==> config.mk <==
export PLATFORM = sky130hd
export DESIGN_NAME = branch_resolver
export DESIGN_NICKNAME = d
export VERILOG_FILES = /design/src/rtl/br_pkg.sv /design/src/rtl/br_stage_reg.sv /design/src/rtl/branch_resolver.sv
export SDC_FILE = /design/constraint.sdc
export NUM_CORES = 1
export LEC_CHECK = 0
export BUFFER_PORTS_ARGS = -buffer_cell sky130_fd_sc_hd__buf_2
export CAP_MARGIN = 20
export CORE_MARGIN = 5
export CORE_UTILIZATION = 54
export CTS_BUF_LIST = sky130_fd_sc_hd__clkbuf_16
export DETAILED_ROUTE_END_ITERATION = 8
export PLACE_DENSITY = 0.8
export REMOVE_ABC_BUFFERS = 1
export SYNTH_ARGS = -nofsm -noshare
export SYNTH_HDL_FRONTEND = slang
export SYNTH_SLANG_ARGS = --single-unit
==> constraint.sdc <==
create_clock -name clk -period 3.2 [get_ports clk]
set_input_delay 0.32 -clock clk [delete_from_list [all_inputs] [get_ports clk]]
set_output_delay 0.32 -clock clk [all_outputs]
set_load 0.02 [all_outputs]
==> src/rtl/br_pkg.sv <==
// Shared types and constants for the branch resolver: per-stage prediction
// payload, predictor training packet, and redirect FSM states.
package br_pkg;

    localparam int BR_PC_W        = 32;
    localparam int BR_HIST_W      = 4;
    localparam int DELAY_SLOT_OFS = 8;

    typedef struct packed {
        logic                 valid;
        logic                 pred;
        logic [BR_HIST_W-1:0] hist;
    } br_stage_t;

    typedef struct packed {
        logic                 valid;
        logic [BR_PC_W-1:0]   pc;
        logic                 taken;
        logic                 pred;
        logic [BR_HIST_W-1:0] hist;
    } br_upd_t;

    typedef enum logic {
        IDLE = 1'b0,
        HOLD = 1'b1
    } br_state_t;

    // Sequential fall-through after a not-taken branch skips the delay slot;
    // the add wraps modulo 2^BR_PC_W by construction.
    function automatic logic [BR_PC_W-1:0] fallthrough_pc(input logic [BR_PC_W-1:0] pc);
        return pc + BR_PC_W'(DELAY_SLOT_OFS);
    endfunction

endpackage

==> src/rtl/br_stage_reg.sv <==
// One pipeline slot of prediction metadata; holds on stall, clear drops only
// the valid bit and wins over hold.
module br_stage_reg
    import br_pkg::*;
(
    input  logic      clk,
    input  logic      rst,
    input  logic      hold,
    input  logic      clear,
    input  br_stage_t d,
    output br_stage_t q
);

    // NOTE: sequential state uses non-blocking assignments so every stage
    // register samples its neighbour's pre-edge value.
    always_ff @(posedge clk) begin
        if (rst) begin
            q <= '0;
        end else if (clear) begin
            q.valid <= 1'b0;
        end else if (!hold) begin
            q <= d;
        end
    end

endmodule

==> src/rtl/branch_resolver.sv <==
// Carries F-stage predictions to M, redirects fetch on a mispredict and trains
// the predictor. Optional BR_PERF_CNT_EN adds saturating branch/mispredict counters.
module branch_resolver
    import br_pkg::*;
#(
    parameter int PC_W   = BR_PC_W,
    parameter int HIST_W = BR_HIST_W
) (
    input  logic              clk,
    input  logic              rst,
    input  logic              stall,
    input  logic              flush_exc,
    input  logic              pred_taken_f,
    input  logic [HIST_W-1:0] hist_f,
    input  logic              branch_d,
    input  logic [PC_W-1:0]   pc_e,
    input  logic [PC_W-1:0]   target_e,
    input  logic              taken_e,
    output logic              mispredict,
    output logic [PC_W-1:0]   redirect_pc,
    output logic              flush_de,
    output logic              upd_valid,
    output logic [PC_W-1:0]   upd_pc,
    output logic              upd_taken,
    output logic              upd_pred,
    output logic [HIST_W-1:0] upd_hist
`ifdef BR_PERF_CNT_EN
    ,
    output logic [31:0]       perf_branches,
    output logic [31:0]       perf_mispred
`endif
);

    br_stage_t f_in, d_q, e_in, e_q, m_q;

    assign f_in = '{valid: 1'b1, pred: pred_taken_f, hist: hist_f};
    // A slot killed by an exception flush cannot launch a branch into E.
    assign e_in = '{valid: branch_d & d_q.valid, pred: d_q.pred, hist: d_q.hist};

    br_stage_reg u_fd (.clk(clk), .rst(rst), .hold(stall), .clear(flush_exc),
                       .d(f_in), .q(d_q));
    br_stage_reg u_de (.clk(clk), .rst(rst), .hold(stall), .clear(flush_exc | flush_de),
                       .d(e_in), .q(e_q));
    br_stage_reg u_em (.clk(clk), .rst(rst), .hold(stall), .clear(flush_exc),
                       .d(e_q), .q(m_q));

    logic [PC_W-1:0] pc_m, target_m;
    logic            taken_m;

    // NOTE: resolution datapath carries no reset; it is only observed while
    // m_q.valid, which is reset.
    always_ff @(posedge clk) begin
        if (!stall) begin
            pc_m     <= pc_e;
            target_m <= target_e;
            taken_m  <= taken_e;
        end
    end

    logic            mis_m;
    logic [PC_W-1:0] correct_pc;
    logic            fire_upd;

    assign mis_m      = m_q.valid & (taken_m ^ m_q.pred);
    assign correct_pc = taken_m ? target_m : fallthrough_pc(pc_m);
    assign fire_upd   = m_q.valid & ~stall & ~flush_exc;

    br_state_t       state, state_nx;
    logic [PC_W-1:0] held_pc;
    logic            latch_pc;

    // NOTE: every always_comb output gets a default first so no path infers a latch.
    always_comb begin
        state_nx    = state;
        mispredict  = 1'b0;
        redirect_pc = '0;
        latch_pc    = 1'b0;
        unique case (state)
            IDLE: begin
                if (mis_m && !flush_exc) begin
                    if (stall) begin
                        latch_pc = 1'b1;
                        state_nx = HOLD;
                    end else begin
                        mispredict  = 1'b1;
                        redirect_pc = correct_pc;
                    end
                end
            end
            HOLD: begin
                if (flush_exc) begin
                    state_nx = IDLE;
                end else if (!stall) begin
                    mispredict  = 1'b1;
                    redirect_pc = held_pc;
                    state_nx    = IDLE;
                end
            end
            default: state_nx = IDLE;
        endcase
    end

    assign flush_de = mispredict;

    br_upd_t upd_q;

    always_ff @(posedge clk) begin
        if (rst) begin
            state   <= IDLE;
            held_pc <= '0;
            upd_q   <= '0;
        end else begin
            state       <= state_nx;
            if (latch_pc) held_pc <= correct_pc;
            upd_q.valid <= fire_upd;
            if (fire_upd) begin
                upd_q.pc    <= pc_m;
                upd_q.taken <= taken_m;
                upd_q.pred  <= m_q.pred;
                upd_q.hist  <= m_q.hist;
            end
        end
    end

    assign upd_valid = upd_q.valid;
    assign upd_pc    = upd_q.pc;
    assign upd_taken = upd_q.taken;
    assign upd_pred  = upd_q.pred;
    assign upd_hist  = upd_q.hist;

`ifdef BR_PERF_CNT_EN
    always_ff @(posedge clk) begin
        if (rst) begin
            perf_branches <= '0;
            perf_mispred  <= '0;
        end else if (upd_valid) begin
            if (perf_branches != '1) perf_branches <= perf_branches + 32'd1;
            if ((upd_taken ^ upd_pred) && perf_mispred != '1)
                perf_mispred <= perf_mispred + 32'd1;
        end
    end
`endif

endmodule

==> results.md, run 1 <==
* Die W at 120 µm
* Slew HR at 41.5%
* Hold violation count in the final report at 0
* #FFs+latches synth at 155
* Power Density at 558 nW/µm²
* Routed via count at 5,709
* Placed cell count at 940
* Core area at 12,000 µm²
* Worst-Margin Slew at 0.878 ns
* Worst-path maximum fanout at 5
* Internal power at 0.00347 W
* GR Util All Layers at 25.1%
* Yosys top cell area share at 29.6%
* CP Class: reg2out
* Clock Tree Buf Depth at 2
* Vias in the first global route at 5,666
* Sequential fraction of design power at 49.0%
* Final WL at 18,100 µm
* DR vias/cell at 5.87
* Sw Share at 23.1%
* Avg WL per Cell at 18.7 µm
* Slew Limit Fails at 0
* Maximum VDD drop at 0.000413 V
* Combinational Power Share at 5.9%
* Iteration-0 DRC count of the detailed router at 517
* DRT Pass-1 Iters at 7
* NumNets Final at 888
* Clock Skews at 0.0131 ns
* Initial antenna violation count at 0
* Synthesized area per cell at 9.73 µm²
* Max Cap Viol at 0
* Cts hold-fix bufs at 0
* Switching Power at 0.00104 W
* Worst Path Arrival at 2.76 ns
* Register area share after synthesis at 57.0%
* Unrepaired setup endpoints after global routing: no
* First-pass GRT wire length at 28,200 µm
* Final worst slack at 0.125 ns
* Largest net degree at the start of global routing at 82
* Share of layout cells above drive strength 1 at 25.6%
* Placed Area at 7470 µm²
* Lkg Pwr at 3.21 nW
* Post-synth ARST share at 0%
* Synth Instances at 677
* Post-CTS setup buffer count at 0
* DR DRC count at 0
* Die span in y at 120 µm
* Synth area leader: edfxtp_1
* Post-synth EDFFs at 65
* HPWL after DPL at 12,300 µm
* Synth cell types at 59
* Place WS at 0.530 ns
* Clock Sinks at 155
* Startpoint types: flop
* WP data required at 2.88 ns
* Worst hold slack at 0.0641 ns
* GP Congestion at 0.893
* Fin crit period at 3.08 ns
* CTS tree: yes
* Htree depth at 4
* Clock Pin Slew Worst Setup and Hold Paths at 0.06 ns
* Area Overhead vs Synth at 22.7%
* # setup viols final at 0
* Global route overflow at 0
* Clock buffer count from CTS at 17
* Clock power share at 45.1%
* Die area at 14,500 µm²
* Post-layout util at 67.3%
* Root buf cell: clkbuf_16
* Critical Path Sink Type: primary output
* Fill cells at 933
* Top FF cell, synth: dfxtp_1
* Number of I/O pins at 148
* Synth area leaders: edfxtp_1 (30%), dfxtp_1 (27%), nand2_1 (8.7%), a21oi_1 (4.9%), mux2i_1 (2.3%)
* Status: complete, no violations
* IO buf count at 147
* Peak Freq at 325 MHz
* YS warnings at 0
* Skew-Pair Late Insertion Delay at 0.43 ns
* Ant. Diodes at 0
* Core Rows at 40
* Post-route cell area at 8090 µm²
* Fin cells at 972
* DRT antenna net count at 0
* Initial Util at 54.9%
* FF-to-FF setup slack at 0.93 ns
* Min-Delay Path Class: in2reg
* Post-Syn Area at 6590 µm²
* Fin crit share at 96.1%
-- worst max-delay path: stages (launching register included) --
cell	delay, ns
edfxtp_1	0.47
ha_1	0.29
nand3_1	0.13
or3_1	0.41
o41a_1	0.36
o31a_1	0.30
a22o_1	0.20
buf_2	0.16
-- cells in the final DEF, fill, tap and decap left out, drive strengths merged, types with 10 or more instances in the layout --
cell	instances
a211oi	11
a21oi	65
and3	10
buf	165
clkbuf	17
dfxtp	90
edfxtp	65
inv	10
mux2i	15
nand2	152
nand3	16
nor2	38
nor3	10
nor4	10
o21ai	32
xnor2	10
-- power groups by stage --
stage | combinational (W) | clock, W | sequential [W]
final | 0.000266 | 0.00203 | 0.00221
after global routing | 0.000290 | 0.00215 | 0.00222
after CTS | 0.000264 | 0.00206 | 0.00221
after detailed placement | 0.000260 | 0 | 0.00225
after global placement | 0.000251 | 0 | 0.00224
after floorplan | 0.000129 | 0 | 0.00224
-- registers in the layout, summed over array words and instances, names as in the netlist --
signal,flops
state,1
u_de.q,6
u_em.q,6
upd_pred,1
pc_m,32
target_m,32
upd_valid,1
upd_hist,4
upd_taken,1
upd_pc,32
u_fd.q,6
held_pc,32
taken_m,1
-- cell usage after synthesis (3+ instances only) --
library cell / instances
nor3_1: 10
buf_2: 4
nand2_1: 152
nor4b_1: 4
and4_1: 4
xnor2_1: 10
a22o_1: 5
xor2_1: 8
nor3b_1: 5
and2_1: 6
nand3_1: 16
edfxtp_1: 65
buf_1: 5
a32o_1: 4
nand2b_1: 9
nor2_1: 38
a211oi_1: 11
a21oi_1: 65
clkbuf_1: 38
nor4_1: 5
a32oi_1: 3
inv_1: 6
dfxtp_1: 90
nand4_1: 4
o211ai_1: 7
o22ai_1: 6
mux2i_1: 15
o21ai_0: 29
and3_1: 10
o21ai_1: 3
nor4_2: 3
o31ai_1: 3
-- per-layer routing --
| layer | routed length, µm | GRT usage [%] |
|---|---|---|
| met1 | 7210 | 30.0 |
| met2 | 8920 | 41.9 |
| met3 | 1270 | 6.17 |
| met4 | 736 | 13.2 |
| met5 | 0 | 0 |
-- repair_timing --
item / 4_1_cts / 5_1_grt
gates resized for setup: 0 / 2
hold endpoints to repair: 0 / 0
setup endpoints to repair: 0 / 3
-- metrics by stage --
stage	setup TNS (ns)	total power, W
after floorplan	-0.216	0.00237
after global placement	0	0.00249
after detailed placement	0	0.00251
after CTS	0	0.00453
after global routing	0	0.00466
final	0	0.00451
-- cells by family (layout without fill, tap and decap cells) --
logic type / Yosys count / in the layout / synth area share [%]
AO/OA/AOI/OAI: 152 / 152 / 14.1
XOR/XNOR: 18 / 18 / 2.39
adder cells (fa/ha/maj): 1 / 1 / 0.190
buffers and inverters: 56 / 204 / 3.44
flip-flops: 155 / 155 / 57.0
multiplexers: 15 / 15 / 2.28
AND/OR/NAND/NOR: 280 / 280 / 20.7
-- area by class of cell --
cell class / count / area [µm²] / area share [%]
flip-flops and latches: 155 / 3750 / 46.4
multi-input cells: 466 / 2630 / 32.5
repair buffers: 165 / 896 / 11.1
clock buffers: 17 / 425 / 5.26
well taps: 147 / 184 / 2.27
clock inverters: 15 / 173 / 2.13
inverters: 7 / 26.3 / 0.325
-- path summary, 6_finish.rpt --
kind | end | start | cells past startpoint
worst max-delay path | redirect_pc[29] | pc_m[3]$_DFFE_PN_ | 7
worst min-delay path | target_m[20]$_DFFE_PN_ | target_e[20] | 1
worst max register to register | held_pc[25]$_SDFFE_PP0P_ | pc_m[3]$_DFFE_PN_ | 6
worst min register to register | held_pc[7]$_SDFFE_PP0P_ | held_pc[7]$_SDFFE_PP0P_ | 2
Note: power is estimated with default switching activity, not from simulation.
==> run 2, diff against run 1 <==
Settings changed: PLACE_DENSITY 0.8 to 0.76.
==> results.md, run 2 (synthesized netlist as in run 1, its figures left out) <==
* Max Cap Viol at 0
* IO buf count at 147
* Worst Path Arrival at 2.73 ns
* Maximum VDD drop at 0.000487 V
* CP Class: reg2out
* Clock buffer count from CTS at 17
* Skew-Pair Late Insertion Delay at 0.42 ns
* GR Util All Layers at 24.0%
* DR vias/cell at 5.74
* Initial antenna violation count at 1
* Slew Limit Fails at 0
* WP data required at 2.88 ns
* Number of I/O pins at 148
* R2R Path End: held_pc[26]$_SDFFE_PP0P_
* Hold violation count in the final report at 0
* Die area at 14,500 µm²
* Vias in the first global route at 5,423
* Root buf cell: clkbuf_16
* Reg2reg start: taken_m$_DFFE_PN_
* Worst-path maximum fanout at 5
* Global route overflow at 0
* Clock Skews at 0.00835 ns
* Share of layout cells above drive strength 1 at 25.2%
* Leading cell type in the layout, fill and taps excluded: nand2_1
* Routed via count at 5,572
* FF-to-FF setup slack at 0.71 ns
* Status: complete, no violations
* Iteration-0 DRC count of the detailed router at 580
* Largest net degree at the start of global routing at 44
* Worst hold endpoint: pc_m[22]$_DFFE_PN_
* # setup viols final at 0
* Avg WL per Cell at 18.0 µm
* HPWL after DPL at 11,800 µm
* Place WS at 0.530 ns
* Lkg Pwr at 3.15 nW
* Hold Crit Depth at 1
* Initial Util at 54.9%
* Commonest cells after routing, fill and taps aside: nand2_1 (152), buf_2 (147), dfxtp_1 (90)
* Worst hold slack at 0.0715 ns
* Startpoint types: flop
* Slew HR at 46.6%
* Post-layout util at 66.6%
* Die W at 120 µm
* Final WL at 17,500 µm
* DRT Pass-1 Iters at 5
* DRT antenna net count at 0
* CTS tree: yes
* Htree depth at 4
* Worst-Margin Slew at 0.800 ns
* Final TNS setup at 0 ns
* Cts hold-fix bufs at 0
* Hold Startpoint: pc_e[22]
* Placed Area at 7460 µm²
* Fin crit share at 95.4%
* Fill cells at 990
* Fin crit period at 3.05 ns
* DR DRC count at 0
* Area Overhead vs Synth at 21.3%
* Clock Tree Buf Depth at 2
* FF-to-FF path depth at 5
* Die span in y at 120 µm
* Unrepaired setup endpoints after global routing: no
* Peak Freq at 328 MHz
* Core area at 12,000 µm²
* GP Congestion at 0.888
* Clock Pin Slew Worst Setup and Hold Paths at 0.06 ns
* Register area at 3750 µm²
* Post-route cell area at 8000 µm²
* NumNets Final at 886
* Min-Delay Path Class: in2reg
* First-pass GRT wire length at 27,300 µm
* Power Density at 533 nW/µm²
* Ant. Diodes at 0
* Clock Sinks at 155
* Area of the multi-input gates at 2630 µm²
* Final worst slack at 0.147 ns
* Core Rows at 40
* Critical Path Sink Type: primary output
[run 2: cell count changes in the layout (fill, tap and decap cells not counted)]
cell,previous run,this run
clkinvlp_4,1,5
bufinv_16,3,0
buf_4,16,14
clkinv_1,2,4
clkinv_2,3,1
and2_1,6,5
and2_2,0,1
clkinv_4,3,2
nor4_1,4,5
nor4_2,4,3
[run 2: through the flow]
| step | cells | power (W) |
|---|---|---|
| 4_1_cts | 970 | 0.00429 |
| 2_1_floorplan | 628 | 0.00237 |
| 3_3_place_gp | 938 | 0.00249 |
| 3_5_place_dp | 938 | 0.00250 |
| 5_1_grt | 970 | 0.00442 |
| 6_report | 970 | 0.00427 |
[run 2: area by class of cell]
cell class              instances  share of cell area, %
well taps                     147                   2.30
inverters                       7                  0.329
multi-input cells             466                   32.8
clock buffers                  17                   5.32
flip-flops and latches        155                   46.9
clock inverters                15                   1.27
repair buffers                163                   11.0
[run 2: layer usage]
layer / routed length [µm] / track usage, %
met1: 7200 / 31.1
met2: 8540 / 38.7
met5: 11 / 0
met4: 299 / 8.50
met3: 1440 / 6.69
[run 2: how the worst max path moves through the flow]
stage	start	to	slack, ns	cells after the start
2_1_floorplan	taken_m$_DFFE_PN_	redirect_pc[25]	-0.10	4
3_3_place_gp	pc_m[6]$_DFFE_PN_	redirect_pc[30]	0.59	6
3_5_place_dp	pc_m[7]$_DFFE_PN_	redirect_pc[28]	0.53	6
4_1_cts	pc_m[7]$_DFFE_PN_	redirect_pc[28]	0.08	6
5_1_grt	pc_m[5]$_DFFE_PN_	redirect_pc[26]	0.02	6
6_report	pc_m[3]$_DFFE_PN_	redirect_pc[29]	0.15	7
[run 2: report_power, final]
part | total, W | switching, W | internal (W)
logic | 0.000257 | 0.000155 | 0.000103
registers | 0.00221 | 0.0000697 | 0.00214
clock network | 0.00180 | 0.000811 | 0.000986
[run 2: critical path, cell delays in order (launching register included)]
cell and delay (ns):
edfxtp_1 0.47, ha_1 0.29, nand3_1 0.14, or3_1 0.42
o41a_1 0.35, o31a_1 0.28, a22o_1 0.20, buf_2 0.16
[run 2: repair_timing]
action,CTS,global route
setup buffers,0,0
endpoints found under the setup margin,0,2
gates resized for setup,0,1
==> run 3, diff against run 2 <==
Settings changed: CORE_UTILIZATION 54 to 58, PLACE_DENSITY 0.76 to 0.81.
Clock period 3.2 ns to 3.6 ns, I/O delays scaled along.
==> results.md, run 3 (synthesized netlist as in run 1, its figures left out) <==
* Status: complete, no violations
* Fill cells at 818
* Worst-Margin Slew at 0.869 ns
* Share of layout cells above drive strength 1 at 24.8%
* Min-Delay Path Class: in2reg
* Htree depth at 4
* Root buf cell: clkbuf_16
* Post-CTS setup buffer count at 0
* Global route overflow at 0
* NumNets Final at 884
* Clock buffer count from CTS at 17
* Peak Freq at 303 MHz
* Die W at 117 µm
* Power Total at 0.00385 W
* CTS tree: yes
* Hold Crit Depth at 1
* Core Rows at 39
* Lkg Pwr at 3.15 nW
* Maximum VDD drop at 0.000367 V
* Vias in the first global route at 5,373
* Core area at 11,300 µm²
* Hold Startpoint: target_e[11]
* Skew-Pair Late Insertion Delay at 0.42 ns
* WP data required at 3.24 ns
* CP Class: reg2out
* Hold violation count in the final report at 0
* Area Overhead vs Synth at 21.1%
* Final WL at 17,200 µm
* Global Route met1 Usage at 32.1%
* Worst Path Arrival at 2.94 ns
* Commonest cells after routing, fill and taps aside: nand2_1 (152), buf_2 (147), dfxtp_1 (90)
* Largest net degree at the start of global routing at 82
* Met3 usage at 7.05%
* Place WS at 0.760 ns
* Avg WL per Cell at 17.8 µm
* Leading cell type in the layout, fill and taps excluded: nand2_1
* Clock Sinks at 155
* Die span in y at 117 µm
* GP Congestion at 0.816
* Slew Limit Fails at 0
* Post-CTS Resized at 0
* Iteration-0 DRC count of the detailed router at 675
* Initial Util at 58.5%
* Final worst slack at 0.304 ns
* Die area at 13,600 µm²
* Clock Tree Buf Depth at 2
* Routed via count at 5,632
* Worst hold endpoint: target_m[11]$_DFFE_PN_
* IO buf count at 147
* DRT Pass-1 Iters at 6
* FF-to-FF path depth at 5
* Ant. Diodes at 0
* # setup viols final at 0
* Cts hold-fix bufs at 0
* DRT antenna net count at 0
* Met2 GRT Util at 41.6%
* Initial antenna violation count at 0
* Power Density at 483 nW/µm²
* Slew HR at 42.0%
* Placed Area at 7430 µm²
* Unrepaired setup endpoints after global routing: no
* GR Util All Layers at 25.5%
* R2R Path End: held_pc[27]$_SDFFE_PP0P_
* First-pass GRT wire length at 26,600 µm
* Fin crit share at 91.5%
* Critical Path Sink Type: primary output
* Post-route cell area at 7980 µm²
* Worst-path maximum fanout at 7
* FF-to-FF setup slack at 1.33 ns
* Fin crit period at 3.30 ns
* Final TNS setup at 0 ns
* DR DRC count at 0
* Crit. Startpoint: pc_m[3]$_DFFE_PN_
* Reg2reg start: taken_m$_DFFE_PN_
* Max Cap Viol at 0
* Clock Pin Slew Worst Setup and Hold Paths at 0.07 ns
* Number of I/O pins at 148
* Startpoint types: flop
* Clock Skews at 0.0110 ns
* GR peak layer: met2
* DR vias/cell at 5.84
* HPWL after DPL at 11,500 µm
## run 3: cell count changes in the layout (fill, tap and decap cells not counted), sizes merged
| cell | change |
|---|---|
| buf | -2 |
| bufinv | +1 |
| inv | +1 |
| clkinvlp | -2 |
## run 3: area by class of cell
class | instances | area, µm² | share of cell area, %
clock buffer | 17 | 425 | 5.33
multi-input combinational | 466 | 2620 | 32.8
inverter | 7 | 26.3 | 0.329
timing repair buffer | 161 | 853 | 10.7
tap | 143 | 179 | 2.24
clock inverter | 15 | 125 | 1.57
sequential | 155 | 3750 | 47.1
## run 3: critical path, cell delays in order, from the launching register on
cell and delay, ns:
edfxtp_1 0.45, ha_1 0.30, nand3_1 0.27, or3_1 0.50, o41a_1 0.37, o31a_1 0.28
a22o_1 0.19, buf_2 0.16
## run 3: where the power goes
| group | switching, W | internal, W |
|---|---|---|
| clock network | 0.000716 | 0.000948 |
| logic | 0.000141 | 0.0000881 |
| registers | 0.0000558 | 0.00190 |
## run 3: routing by layer
| metal | wire length (µm) | share of wire (%) | vias to the layer above |
|---|---|---|---|
| met5 | 0 | 0 | - |
| met2 | 8450 | 49 | 283 |
| met4 | 370 | 2.2 | 0 |
| met1 | 6760 | 39 | 2646 |
| li1 | - | - | 2668 |
| met3 | 1600 | 9.3 | 35 |
## run 3: worst max-delay path by stage
stage / to / cells past startpoint
6_report: redirect_pc[29] / 7
5_1_grt: redirect_pc[29] / 7
4_1_cts: redirect_pc[29] / 7
3_5_place_dp: redirect_pc[29] / 7
3_3_place_gp: redirect_pc[29] / 7
2_1_floorplan: redirect_pc[25] / 4
## run 3: metrics by stage
| stage | util [%] | hold slack, ns | instances |
|---|---|---|---|
| 2_1_floorplan | - | 0.425 | 628 |
| 3_3_place_gp | 65.9 | 0.435 | 932 |
| 3_5_place_dp | 65.9 | 0.447 | 932 |
| 4_1_cts | 70.8 | 0.0958 | 964 |
| 5_1_grt | 70.8 | 0.0887 | 964 |
| 6_report | 70.8 | 0.111 | 964 |
